**src/rtl/multi_clk_en_gen.sv**
```systemverilog
`default_nettype none
// ============================================================================
//  Module      : multi_clk_en_gen
//  Description : Multi-channel programmable clock-enable / PWM divider with
//                run-time reloadable divide and high counts, applied only at
//                period boundaries. Optional define MCEG_SYNC_EN adds a
//                global phase-align input (sync).
//  Revision    : 1.0 - initial release
// ============================================================================
module multi_clk_en_gen #(
    parameter  int NUM_CH   = 3,
    parameter  int CNT_W    = 32,
    parameter  int DEF_DIV  = 10000,
    parameter  int DEF_HIGH = 5000,
    localparam int CH_W     = (NUM_CH > 1) ? $clog2(NUM_CH) : 1
) (
    input  logic              clk,
    input  logic              rst,
`ifdef MCEG_SYNC_EN
    input  logic              sync,
`endif
    input  logic [NUM_CH-1:0] ch_en,
    input  logic              wr_valid,
    output logic              wr_ready,
    input  logic [CH_W-1:0]   wr_ch,
    input  logic [CNT_W-1:0]  wr_div,
    input  logic [CNT_W-1:0]  wr_high,
    output logic [NUM_CH-1:0] tick,
    output logic [NUM_CH-1:0] div_out
);

    localparam logic [CNT_W-1:0] c_CNT_ONE  = CNT_W'(1);
    localparam logic [CNT_W-1:0] c_DEF_DIV  = CNT_W'(DEF_DIV);
    localparam logic [CNT_W-1:0] c_DEF_HIGH = CNT_W'(DEF_HIGH);

    logic              w_sync;
    logic [31:0]       w_wr_ch_ext;
    logic              w_wr_fire;
    logic [NUM_CH-1:0] w_pending;
    logic [NUM_CH-1:0] w_hit;

`ifdef MCEG_SYNC_EN
    assign w_sync = sync;
`else
    assign w_sync = 1'b0;
`endif

    assign w_wr_ch_ext = 32'(wr_ch);

    // Out-of-range channel numbers are always accepted and simply dropped.
    always_comb begin
        wr_ready = 1'b1;
        w_hit    = '0;
        for (int k = 0; k < NUM_CH; k++) begin
            if (w_wr_ch_ext == 32'(k)) begin
                wr_ready = ~w_pending[k];
            end
        end
        for (int k = 0; k < NUM_CH; k++) begin
            w_hit[k] = w_wr_fire && (w_wr_ch_ext == 32'(k));
        end
    end

    assign w_wr_fire = wr_valid & wr_ready;

    for (genvar gi = 0; gi < NUM_CH; gi++) begin : g_ch
        logic [CNT_W-1:0] r_cnt;
        logic [CNT_W-1:0] r_div_act;
        logic [CNT_W-1:0] r_high_act;
        logic [CNT_W-1:0] r_div_sh;
        logic [CNT_W-1:0] r_high_sh;
        logic             r_pending;
        logic             r_tick;
        logic             r_div_out;

        logic             w_run;
        logic             w_wrap;
        logic             w_sync_ch;
        logic             w_boundary;
        logic             w_apply;
        logic [CNT_W-1:0] w_src_div;
        logic [CNT_W-1:0] w_src_high;
        logic [CNT_W-1:0] w_new_div;
        logic [CNT_W-1:0] w_new_high;
        logic [CNT_W-1:0] w_cnt_inc;

        assign w_run      = ch_en[gi] && (r_div_act != '0);
        assign w_wrap     = w_run && (r_cnt == r_div_act - c_CNT_ONE);
        assign w_sync_ch  = w_sync && ch_en[gi];
        assign w_boundary = w_sync_ch || w_wrap;

        // A stored update waits for a boundary or an idle channel; a write
        // landing exactly on a boundary bypasses the shadow and takes effect
        // immediately.
        assign w_apply    = r_pending ? (w_boundary || !w_run)
                                      : (w_hit[gi] && w_boundary);
        assign w_src_div  = r_pending ? r_div_sh  : wr_div;
        assign w_src_high = r_pending ? r_high_sh : wr_high;
        assign w_new_div  = w_apply ? w_src_div  : r_div_act;
        assign w_new_high = w_apply ? w_src_high : r_high_act;
        assign w_cnt_inc  = r_cnt + c_CNT_ONE;

        always_ff @(posedge clk) begin
            if (rst) begin
                r_cnt      <= '0;
                r_div_act  <= c_DEF_DIV;
                r_high_act <= c_DEF_HIGH;
                r_div_sh   <= '0;
                r_high_sh  <= '0;
                r_pending  <= 1'b0;
                r_tick     <= 1'b0;
                r_div_out  <= 1'b0;
            end else begin
                if (w_hit[gi]) begin
                    r_div_sh  <= wr_div;
                    r_high_sh <= wr_high;
                end

                if (w_apply) begin
                    r_div_act  <= w_new_div;
                    r_high_act <= w_new_high;
                    r_pending  <= 1'b0;
                end else if (w_hit[gi]) begin
                    r_pending  <= 1'b1;
                end

                if (w_sync_ch) begin
                    r_cnt     <= '0;
                    r_tick    <= 1'b0;
                    r_div_out <= (w_new_div != '0) && (w_new_high != '0);
                end else if (!w_run) begin
                    r_cnt     <= '0;
                    r_tick    <= 1'b0;
                    r_div_out <= 1'b0;
                end else if (w_wrap) begin
                    r_cnt     <= '0;
                    r_tick    <= 1'b1;
                    r_div_out <= (w_new_high != '0);
                end else begin
                    r_cnt     <= w_cnt_inc;
                    r_tick    <= 1'b0;
                    r_div_out <= (w_cnt_inc < r_high_act);
                end
            end
        end

        assign tick[gi]      = r_tick;
        assign div_out[gi]   = r_div_out;
        assign w_pending[gi] = r_pending;
    end

endmodule
`default_nettype wire
```
**config.mk**
```make
export PLATFORM = sky130hd
export DESIGN_NAME = multi_clk_en_gen
export DESIGN_NICKNAME = d
export VERILOG_FILES = /design/src/rtl/multi_clk_en_gen.sv
export SDC_FILE = /design/constraint.sdc
export NUM_CORES = 1
export LEC_CHECK = 0
export ABC_AREA = 1
export CAP_MARGIN = 0
export CORE_MARGIN = 2
export CORE_UTILIZATION = 56
export DETAILED_ROUTE_END_ITERATION = 16
export PLACE_DENSITY = 0.71
export SKIP_CTS_REPAIR_TIMING = 1
export SLEW_MARGIN = 20
export SYNTH_ARGS = -nofsm -noshare
export SYNTH_HDL_FRONTEND = slang
export SYNTH_SLANG_ARGS = --single-unit
export TNS_END_PERCENT = 20
```
**constraint.sdc**
```tcl
create_clock -name clk -period 8.4 [get_ports clk]
set_input_delay 1.68 -clock clk [delete_from_list [all_inputs] [get_ports clk]]
set_output_delay 1.68 -clock clk [all_outputs]
set_load 0.01 [all_outputs]
```
==> out/metrics.csv <==
metric;value;unit
outcome;completed;
required;8.89;ns
synth-xor-area-share;4.23;%
wl;83.3;mm
synth_area_per_cell;6.57;sq um
p_leak;13.9;nW
synthesis.area;27600;sq um
layout.cells.non_filler;4888;
hold_violations;0;
grt_overflow;0;
rows;81;
nets;4356;
crit_fanout;59;
whs_path_depth;2;
place_inst;4790;
fp.dieArea;51100;sq um
post-route-min-period;5.41;ns
synthMuxAreaShare;2.06;%
numCtsBuffers;54;
synthAdderAreaFrac;4.62;%
hpwlAfterDp;61.8;mm
min_from;g_ch[0].r_high_sh[17]$_SDFFE_PP0P_;
hold_class;reg -> reg;
synth_top_family_by_area;simple AND/OR/NAND/NOR gates;
fmax;185;MHz
cap_violations;0;
cts-root-buf;clkbuf_16;
r2r_setup_slack;3.91;ns
netlist_instances;4208;
post_synth_and_or_nand_nor_area_fraction;32.5;%
pin_count;79;
slew_headroom;22.5;%
cp-start-kind;input pin;
setup_ws;2.99;ns
rr_worst_depth;18;
reg2reg_to;g_ch[0].r_div_out$_SDFF_PP0_;
htree_levels;2;
insertion_delay;0.61;ns
pwr-share-seq;44.3;%
netlist_top_cells_area;dfxtp_1 (35%), nand2_1 (14%), nor2_1 (10%), o21ai_0 (6.2%), inv_1 (5.7%);
pre_cts_ws;2.44;ns
drcViolationCount;0;
grt_pass1_vias;23200;
area_growth;9.96;%
drive_above_1_share;4.17;%
synth_edf_count;0;
pwr-share-clk;42.9;%
ys_ff_latch;489;
finalMaxSlewViolations;0;
internal_power;4.09;mW
async_reset_ff_share;0;%
antenna_cells;0;
p_sw_share;27.3;%
final_util;62.2;%
vias_per_cell;5.45;
clockBufferDepth;3;
core_area;48800;sq um
antenna_found_initial;1;
grt_pass1_wl;130;mm
initial_core_util;56.6;%
clock_sinks;489;
path_class;in -> reg;
p_comb_share;12.8;%
antenna_left;0;
wl_per_cell;17.0;um
die_width;226;um
r2r-start;g_ch[0].r_cnt[0]$_SDFF_PP0_;
track_usage;32.5;%
irDropWorstVdd;0.156;mV
cts_tree;done;
drt_iter0_markers;2491;
switchingPower;1.54;mW
ys_seq_area_share;35.4;%
yosysTopAreaCell;dfxtp_1;
path_clk_slew;0.06;ns
tightest_slew;1.16;ns
gp_congestion;0.988;
port_buffers;78;
vias;26600;
firstDrtPassIters;8;
yosys_most_used_dff;dfxtp_1;
syn_nets;4382;
final-setup-viol-count;0;
grt_max_degree;108;
synth_top_cell_area_share;35.4;%
power.density;185;nW/um^2
yosysWarnings;0;
cp.arrival;5.91;ns
worstHoldEndpoint;g_ch[0].r_high_sh[17]$_SDFFE_PP0P_;
finalCritPeriodShare;64.5;%
rsz0062_at_grt;false;
tns;0;ns
synth_compound_area_share;12.2;%
skew;0.0190;ns
dieHeight;226;um
synth.distinct_cells;52;
end_kind;flop;
[worst max-delay path, cell delays in order]
cell	delay (ns)
clkdlybuf4s50_1	0.68
nor3_1	0.13
a311oi_2	0.28
nand2_1	0.22
nor3_4	0.15
buf_4	0.52
nand2_1	0.12
nand2_1	0.66
nand2_2	0.40
buf_4	0.36
o21ai_1	0.19
nand2_1	0.07
nor2_1	0.08
nand2_1	0.06
nor2_1	0.09
nand2_1	0.06
nand2_1	0.05
nand2_1	0.06
[power by group through the flow]
stage	clock, mW	sequential, mW	combinational [mW]
after floorplan	0	2.51	0.508
after global placement	0	2.54	0.700
after detailed placement	0	2.54	0.708
after CTS	2.45	2.49	0.712
after global routing	2.54	2.50	0.812
final	2.42	2.49	0.720
[cells by family after synthesis]
kind of cell,Yosys count
AND/OR/NAND/NOR,2179
AO/OA/AOI/OAI,630
buffers and inverters,619
flip-flops,489
XOR/XNOR,132
adder cells (fa/ha/maj),102
multiplexers,57
[through the flow]
step / hold slack (ns) / instance area (sq um) / total power, mW
4_1_cts: 0.455 / 30400 / 5.65
5_1_grt: 0.467 / 30400 / 5.85
2_1_floorplan: 0.429 / 27600 / 3.02
3_3_place_gp: 0.440 / 28600 / 3.24
3_5_place_dp: 0.445 / 28600 / 3.25
6_report: 0.454 / 30400 / 5.63
[synthesized netlist by cell type, drive strengths merged (64+ instances only)]
master	n
nand2	1014
nor2	785
dfxtp	489
inv	436
o21ai	394
nand3	198
a21oi	119
clkbuf	117
ha	102
xor2	98
a31oi	81
buf	64
[sequential cells by signal, summed over array words and instances (netlist names)]
register and flops:
g_ch.r_cnt 96, g_ch.r_div_act 96, g_ch.r_div_out 3, g_ch.r_div_sh 96, g_ch.r_high_act 96, g_ch.r_high_sh 96
g_ch.r_pending 3, g_ch.r_tick 3
[metal layers]
layer	track usage, %	vias up	share of wire [%]
met1	48.4	12100	48
met2	48.9	909	42
met3	3.80	124	7.1
met4	9.59	2	2.8
met5	0	-	0.0096
li1	-	13500	-
[cell type report]
| class | instances | area, sq um |
|---|---|---|
| tap | 664 | 831 |
| clock buffer | 81 | 1560 |
| inverter | 438 | 1650 |
| clock inverter | 17 | 230 |
| fill | 4704 | 18500 |
| multi-input combinational | 3100 | 15400 |
| sequential | 489 | 9790 |
| timing repair buffer | 99 | 936 |
[layout by cell type (no fill, tap or decap), drive strengths merged, types with 10 or more instances in the layout]
| cell type | Yosys | final |
|---|---|---|
| a211oi | 10 | 10 |
| a21oi | 119 | 119 |
| a31oi | 81 | 81 |
| buf | 64 | 22 |
| clkbuf | 117 | 81 |
| clkdlybuf4s50 | 0 | 77 |
| clkinv | 2 | 11 |
| dfxtp | 489 | 489 |
| ha | 102 | 102 |
| inv | 436 | 437 |
| mux2i | 57 | 57 |
| nand2 | 1014 | 1014 |
| nand3 | 198 | 198 |
| nand3b | 14 | 14 |
| nand4 | 62 | 62 |
| nor2 | 785 | 785 |
| nor3 | 57 | 57 |
| nor4 | 29 | 29 |
| o21ai | 394 | 394 |
| or2 | 13 | 13 |
| xnor2 | 33 | 33 |
| xor2 | 98 | 98 |
[worst max-delay path by stage]
stage | slack (ns) | startpoint | endpoint | cells past startpoint
2_1_floorplan | 4.65 | wr_ch[0] | wr_ready | 3
4_1_cts | 3.07 | wr_ch[1] | g_ch[0].r_div_out$_SDFF_PP0_ | 18
6_report | 2.99 | wr_ch[1] | g_ch[0].r_div_out$_SDFF_PP0_ | 18
3_5_place_dp | 2.44 | wr_ch[1] | g_ch[0].r_div_out$_SDFF_PP0_ | 18
3_3_place_gp | 2.61 | wr_ch[1] | g_ch[0].r_div_out$_SDFF_PP0_ | 18
5_1_grt | 2.55 | wr_ch[1] | g_ch[0].r_div_out$_SDFF_PP0_ | 18
Note: power is estimated with default switching activity, not from simulation.
